--- src/rtl/branch_predictor.sv ---
// ============================================================================
// Module      : branch_predictor
// Description : Direct-mapped BTB with 2-bit direction counters, mispredict
//               detection and saturating branch/mispredict statistics.
// Revision    : 1.0 - initial release
// ============================================================================
`default_nettype none

module branch_predictor #(
    parameter int ENTRIES = 16,
    parameter int STAT_W  = 16
) (
    input  logic              clk,
    input  logic              rst_n,
    input  logic [31:0]       f_pc,
    output logic              pred_taken,
    output logic [31:0]       pred_next_pc,
    input  logic              upd_valid,
    input  logic [31:0]       upd_pc,
    input  logic              upd_taken,
    input  logic [31:0]       upd_target,
    input  logic              upd_pred_taken,
    input  logic [31:0]       upd_pred_next_pc,
    input  logic              flush,
    output logic              mispredict,
    output logic [STAT_W-1:0] br_count,
    output logic [STAT_W-1:0] mis_count
);

    localparam int IDX_W = $clog2(ENTRIES);
    localparam int TAG_W = 30 - IDX_W;

    logic             valid_q  [ENTRIES];
    logic [TAG_W-1:0] tag_q    [ENTRIES];
    logic [31:0]      target_q [ENTRIES];
    logic [1:0]       ctr_q    [ENTRIES];

    logic [STAT_W-1:0] br_count_q, br_count_d;
    logic [STAT_W-1:0] mis_count_q, mis_count_d;

    logic [IDX_W-1:0] w_f_idx;
    logic [TAG_W-1:0] w_f_tag;
    logic             w_f_hit;
    logic [IDX_W-1:0] w_u_idx;
    logic [TAG_W-1:0] w_u_tag;
    logic             w_u_hit;
    logic [1:0]       w_u_ctr;
    logic             w_unused_pc;

    assign w_f_idx = f_pc[IDX_W+1:2];
    assign w_f_tag = f_pc[31:IDX_W+2];
    assign w_u_idx = upd_pc[IDX_W+1:2];
    assign w_u_tag = upd_pc[31:IDX_W+2];
    assign w_unused_pc = ^{f_pc[1:0], upd_pc[1:0]};

    assign w_f_hit      = valid_q[w_f_idx] && (tag_q[w_f_idx] == w_f_tag);
    assign w_u_hit      = valid_q[w_u_idx] && (tag_q[w_u_idx] == w_u_tag);
    assign pred_taken   = w_f_hit && ctr_q[w_f_idx][1];
    assign pred_next_pc = pred_taken ? target_q[w_f_idx] : (f_pc + 32'd4);

    assign mispredict = upd_valid &&
                        ((upd_pred_taken != upd_taken) ||
                         (upd_taken && (upd_pred_next_pc != upd_target)));

    always_comb begin
        w_u_ctr = ctr_q[w_u_idx];
        if (upd_taken) begin
            if (ctr_q[w_u_idx] != 2'd3) w_u_ctr = ctr_q[w_u_idx] + 2'd1;
        end else begin
            if (ctr_q[w_u_idx] != 2'd0) w_u_ctr = ctr_q[w_u_idx] - 2'd1;
        end
    end

    // Flush wins over any same-cycle table write; statistics are independent.
    always_ff @(posedge clk or negedge rst_n) begin
        if (!rst_n) begin
            for (int i = 0; i < ENTRIES; i++) begin
                valid_q[i]  <= 1'b0;
                tag_q[i]    <= '0;
                target_q[i] <= 32'd0;
                ctr_q[i]    <= 2'b01;
            end
        end else if (flush) begin
            for (int i = 0; i < ENTRIES; i++) begin
                valid_q[i] <= 1'b0;
            end
        end else if (upd_valid) begin
            if (w_u_hit) begin
                ctr_q[w_u_idx] <= w_u_ctr;
                if (upd_taken) target_q[w_u_idx] <= upd_target;
            end else if (upd_taken) begin
                valid_q[w_u_idx]  <= 1'b1;
                tag_q[w_u_idx]    <= w_u_tag;
                target_q[w_u_idx] <= upd_target;
                ctr_q[w_u_idx]    <= 2'b10;
            end
        end
    end

    always_comb begin
        br_count_d  = br_count_q;
        mis_count_d = mis_count_q;
        if (upd_valid && (br_count_q != {STAT_W{1'b1}}))
            br_count_d = br_count_q + 1'b1;
        if (mispredict && (mis_count_q != {STAT_W{1'b1}}))
            mis_count_d = mis_count_q + 1'b1;
    end

    always_ff @(posedge clk or negedge rst_n) begin
        if (!rst_n) begin
            br_count_q  <= '0;
            mis_count_q <= '0;
        end else begin
            br_count_q  <= br_count_d;
            mis_count_q <= mis_count_d;
        end
    end

    assign br_count  = br_count_q;
    assign mis_count = mis_count_q;

endmodule

`default_nettype wire

--- config.mk ---
export PLATFORM = sky130hd
export DESIGN_NAME = branch_predictor
export DESIGN_NICKNAME = d
export VERILOG_FILES = /design/src/rtl/branch_predictor.sv
export SDC_FILE = /design/constraint.sdc
export NUM_CORES = 2
export LEC_CHECK = 0
export CELL_PAD_IN_SITES_DETAIL_PLACEMENT = 1
export CELL_PAD_IN_SITES_GLOBAL_PLACEMENT = 1
export CORE_ASPECT_RATIO = 1.2
export CORE_MARGIN = 3
export CORE_UTILIZATION = 48
export DETAILED_ROUTE_END_ITERATION = 10
export PLACE_DENSITY_LB_ADDON = 0.12
export SLEW_MARGIN = 20
export SYNTH_ARGS = -nofsm -noshare
export SYNTH_HDL_FRONTEND = slang
export SYNTH_SLANG_ARGS = --single-unit
--- constraint.sdc ---
create_clock -name clk -period 14.7 [get_ports clk]
set_clock_uncertainty 0.15 [all_clocks]
set_input_delay 2.94 -clock clk [delete_from_list [all_inputs] [get_ports clk]]
set_output_delay 2.94 -clock clk [all_outputs]
set_load 0.05 [all_outputs]
After elaboration in Yosys (flattened, before gate mapping):

Index checks and enable logic that the tools add are counted.

* bits in read-only memories: 0
* word-level logic and storage cells: 149
* input bits: 134
* memory bits (writable): 0
* latch bits: 0
* bits in registers: 1008
* memories kept: 0
* output and inout port bits: 66

* $add $sub $neg: 5
* muxes and demuxes: 42
* $mul: 0
* $lt $le $gt $ge: 3
* equal/unequal tests: 8
* shift-type cells: 0
* divide/modulo/power cells: 0
* bitwise logic cells: 8
* reduce and logical (&&, ||, !) cells: 17

Operator list (count)
* bitwise mux 512 bit: 1
* bitwise mux 416 bit: 1
* binary-select mux 26 bit (select 4 bit): 2
* two-way mux 32 bit: 6
* two-way mux 26 bit: 5
* binary-select mux 32 bit (select 4 bit): 1
* demux 32 bit (select 4 bit): 1
* demux 26 bit (select 4 bit): 1
* two-way mux 16 bit: 4
* == test 26 bit: 2
* adder 16 x 1 -> 16 bit (second input constant): 2
* adder 32 x 3 -> 32 bit (second input constant): 1
* bitwise mux 32 bit: 1
* != test 16 bit (second input constant): 2
* != test 32 bit: 1
* bitwise OR 16 bit: 2
* AND 16 bit: 1
* binary-select mux 2 bit (select 4 bit): 2
* two-way mux 2 bit: 8
* NOT 16 bit: 1
* >= comparator 5 bit (second input constant): 2
* NOT 4 -> 5 bit: 2
* AND reduction 3 bit: 3
* binary-select mux 1 bit (select 4 bit): 2
* 13 further kinds: 29

Logic depth before layout (Yosys ltp):

* depth after elaboration: 10
* gate-level depth with buffers: 16
* depth with buffers taken out: 10

Least setup slack after synthesis:

OpenSTA, ideal clock, no wires.

* kind: input to output
* from: input port f_pc[2]
* to: output port pred_taken
* path buffers: 3
* required time: 11.610 ns
* cell stages on the path: 11
* slack: 4.717 ns
* arrival time: 6.893 ns
* cell sequence: clkbuf_1 > buf_2 > buf_4 > mux4_2 > or3_1 > o21ai_0 > nor3_1 > a211oi_1 > o2111ai_1 > or3_1 > nor4_1

* word-level cells in the longest chain between the ends: 7
* elaborated cells between the ends (all ways): 13
* classes of those cells: eq/ne (1); mux (9); bitwise (1); reduce/logical (2)

Ends and longest elaborated chain
* start, declared: line 15 `input logic [31:0] f_pc,`
* NOT 4 -> 5 bit (implied by the code) *: line 56, 58
* binary-select mux 26 bit (select 4 bit): line 56 `assign w_f_hit = valid_q[w_f_idx] && (tag_q[w_f_idx] == w_f_tag);`
* two-way mux 26 bit (implied by the code) (2 in series): line 56
* == test 26 bit: line 56
* logical AND 1 bit: line 56
* logical AND 1 bit *: line 58 `assign pred_taken = w_f_hit && ctr_q[w_f_idx][1];`
* end, declared: line 16 `output logic pred_taken,`

Mark *: on every way between the ends. The rest lies on a longest branch, timed or not. The select of a mux whose other input is x is not followed.

Worst setup path in the final report:

* from: input port f_pc[2]
* to: output port pred_next_pc[21]

* word-level cells in the longest chain between the ends: 8
* elaborated cells between the ends (all ways): 18
* classes of those cells: add/sub (1); eq/ne (1); mux (13); bitwise (1); reduce/logical (2)

Ends and longest elaborated chain
* NOT 4 -> 5 bit (implied by the code): line 56, 58, 59
* binary-select mux 26 bit (select 4 bit): line 56
* two-way mux 26 bit (implied by the code) (2 in series): line 56
* == test 26 bit: line 56
* logical AND 1 bit: line 56
* logical AND 1 bit: line 58
* two-way mux 32 bit *: line 59 `assign pred_next_pc = pred_taken ? target_q[w_f_idx] : (f_pc + 32'd4);`
* end, declared: line 17 `output logic [31:0] pred_next_pc,`

Marked as above.

==> metrics.cfg <==
[synthesis]
synth-edff-count = 0
syn_avg_cell_area_um2 = 12.97
syn_area_um2 = 52080
ys.flop_type = dfrtp_1
yosysSeqAreaShare = 0.4847
synth-seq-cells = 1008
synth_nets = 4154
synth_cell_types = 73
synth_warnings = 0
synthCells = 4017
async_flop_share = 1.000

[global_routing]
grt_overflow = 0
grt_max_degree = 164
first_global_vias = 37650
grt_pass1_wl_um = 255500
grt_util_all_layers = 0.3058
antenna_found_initial = 11

[floorplan]
rows = 131
die_area_um2 = 112500
dieWidth_um = 306.7
start_util = 0.4866
ioPinCount = 200
chipHeight_um = 366.8
core-area_um2 = 107000

[setup_path]
start_kind = primary input
regToRegSetupSlack_ns = 10.01
worstReg2RegStart = tag_q[112]$_DFFE_PN0P_
r2r_cells = 10
crit_required_ns = 11.61
worstSetupPathType = in2out
r2r-end = tag_q[398]$_DFFE_PN0P_
worst_path_largest_cell_delay_ns = 0.73
crit_start = f_pc[2]
crit_path_end = pred_next_pc[21]
worstPathArrival_ns = 8.93
cp-end-kind = primary output
crit_path_max_fanout = 57
path_cells = buf_8 > buf_4 > mux4_2 > and2_1 > a211oi_1 > nor3_1 > a211oi_1 > o2111ai_1 > nor4_4 > buf_4 > mux2_1 > clkdlybuf4s50_1
cpMaxStageDelayCell = clkdlybuf4s50_1

[timing]
slew_violations = 0
rsz0062_at_grt = false
fin_crit_sh = 0.8180
hold_violations = 0
fmax_mhz = 83.16
slew_headroom = 0.2253
worst_pin_slew_ns = 1.158
setup_ws_ns = 2.675
setup_tns_ns = 0
setup_viol = 0
period_needed_ns = 12.02

[final_layout]
drive_gt1_frac = 0.3313
final_core_util = 0.5481
stdcell_count = 5530
fillCellCount = 10470
regArea_um2 = 25240
nNetsFinal = 4183
multi_input_area_um2 = 25180
syn_to_final_growth_pct = 12.63

[place]
numPlacedInstances = 5332
place.gp.congestion = 0.8270
place_hpwl_um = 103100
port-buffer-count = 197
pre_cts_ws_ns = 2.700

[status]
run_status = finished, final reports clean

[pwr]
p_sw_mw = 2.074
combPwrFrac = 0.171
internal_power_mw = 5.530
total_power_mw = 7.605
p_seq_frac = 0.447
switching_share = 0.2728
power_density_nw_per_um2 = 129.6
p_leak_nw = 26.84
clock_power_share = 0.382
peakVddDrop_mv = 0.07550

[flow_run]
drv_cap = 0

[route]
drt.antenna.violating_nets = 0
vias_per_cell = 6.284
met3_length_um = 8407
dr_wl_met2_um = 85930
maxUsedRoutingLayer = met5
drt-met1-wl_um = 71220
initialDrtViolationCount = 2682
num_vias = 34750
wl_per_cell_um = 31.00
drc_errors = 0
finalWirelength_um = 171500
first_pass_iters = 5

[clocking]
post-cts-setup-buffer-count = 0
clk_pin_slew_ns = 0.06
ctsHoldBuffers = 0
clk_latency_ns = 0.70
cts_tree = done
cts.path.max_buffers = 3
root_buffer = clkbuf_16
cts_htree_levels = 3
numCtsBuffers = 108
postCtsResizedCells = 0
cts.sinks = 1008

[worst_hold_path]
worstHoldPathType = reg2reg
min_from = target_q[8]$_DFFE_PN0P_

cells in the final DEF, fill, tap and decap left out, types with 55 or more instances in the layout:
cell,netlist,routed
dfrtp_1,992,992
nand2_1,783,773
mux2_2,609,609
mux4_2,347,347
clkdlybuf4s50_1,0,188
mux2i_1,117,117
clkbuf_16,0,111
buf_4,30,86
mux2_1,75,75
mux2_4,73,73
xnor2_1,69,69
xor2_1,64,64
nor2_1,64,55
nand3_1,59,55
worst min-delay path by stage:
stage | cells past startpoint | endpoint
after detailed placement | 2 | target_q[46]$_DFFE_PN0P_
after CTS | 2 | target_q[46]$_DFFE_PN0P_
after global routing | 2 | target_q[281]$_DFFE_PN0P_
final | 2 | target_q[8]$_DFFE_PN0P_
after floorplan | 2 | target_q[32]$_DFFE_PN0P_
after global placement | 2 | target_q[26]$_DFFE_PN0P_
cells by family (layout without fill, tap and decap cells):
group	after synthesis	count (layout)	synth area share
mux	1221	1221	0.3415
buf+inv	383	498	0.03476
simple gates	1034	1034	0.08303
other cells	0	2	0
fa+ha+maj	5	5	0.001105
compound gates	233	233	0.03255
xor+xnor	133	133	0.02237
flops	1008	1008	0.4847
area by class of cell:
cell class	count	area share
Sequential cell	1008	0.4303
Multi-Input combinational cell	2626	0.4292
Inverter	19	0.001258
Antenna cell	2	0.00008532
Tap cell	1396	0.02978
Timing Repair Buffer	283	0.04524
Clock inverter	37	0.008553
Clock buffer	159	0.05554
Yosys cell counts, drive strengths merged (5+ instances only):
| master | number | area (um2) |
|---|---|---|
| a211oi | 6 | 45.04 |
| a21o | 17 | 127.6 |
| a21oi | 20 | 100.1 |
| a221oi | 9 | 78.83 |
| a22oi | 30 | 225.2 |
| a31oi | 11 | 68.82 |
| a41oi | 6 | 52.55 |
| and2 | 17 | 106.4 |
| and3 | 11 | 68.82 |
| buf | 147 | 924.6 |
| clkbuf | 217 | 814.5 |
| dfrtp | 992 | 24820 |
| dfstp | 16 | 420.4 |
| inv | 18 | 67.56 |
| mux2 | 757 | 8798 |
| mux2i | 117 | 1171 |
| mux4 | 347 | 7815 |
| nand2 | 783 | 2939 |
| nand2b | 11 | 68.82 |
| nand3 | 59 | 295.3 |
| nand4 | 12 | 75.07 |
| nor2 | 72 | 315.3 |
| nor2b | 11 | 68.82 |
| nor3 | 18 | 90.09 |
| nor4 | 14 | 102.6 |
| o211ai | 11 | 82.58 |
| o21a | 5 | 37.54 |
| o21ai | 28 | 140.1 |
| o22ai | 26 | 162.7 |
| o311ai | 9 | 78.83 |
| o31a | 8 | 70.07 |
| o31ai | 14 | 105.1 |
| or3 | 12 | 75.07 |
| xnor2 | 69 | 604.3 |
| xor2 | 64 | 560.5 |
stage by stage:
step / hold slack, ns / cell area, um2
after floorplan: 0.2909 / 52080
after global placement: 0.3036 / 54890
after detailed placement: 0.3097 / 54890
after CTS: 0.3243 / 58650
after global routing: 0.3441 / 58660
final: 0.3206 / 58660
registers in the layout, summed over array words and instances (netlist names):
name and count:
target_q 512, tag_q 416, mis_count 16, br_count 16
valid_q 16, ctr_q 32
routing by layer:
layer / up-vias / track usage
li1: 14530 / -
met1: 18980 / 0.4059
met2: 951 / 0.5203
met3: 283 / 0.03961
met4: 2 / 0.1038
met5: - / 0
power groups by stage:
stage | registers, mW | clock network [mW] | logic, mW
floorplan | 3.40 | 0 | 0.852
global placement | 3.41 | 0 | 1.27
detailed placement | 3.43 | 0 | 1.30
CTS | 3.39 | 2.96 | 1.31
global route | 3.44 | 3.08 | 1.39
finish | 3.40 | 2.91 | 1.30
worst max-delay path, delay by kind of cell:
family                 cells  cell delay, ns
multiplexers               2            0.98
AND/OR/NAND/NOR            3            0.99
AO/OA/AOI/OAI              3            1.53
buffers and inverters      4            2.36
(Power assumes the default switching activity.)
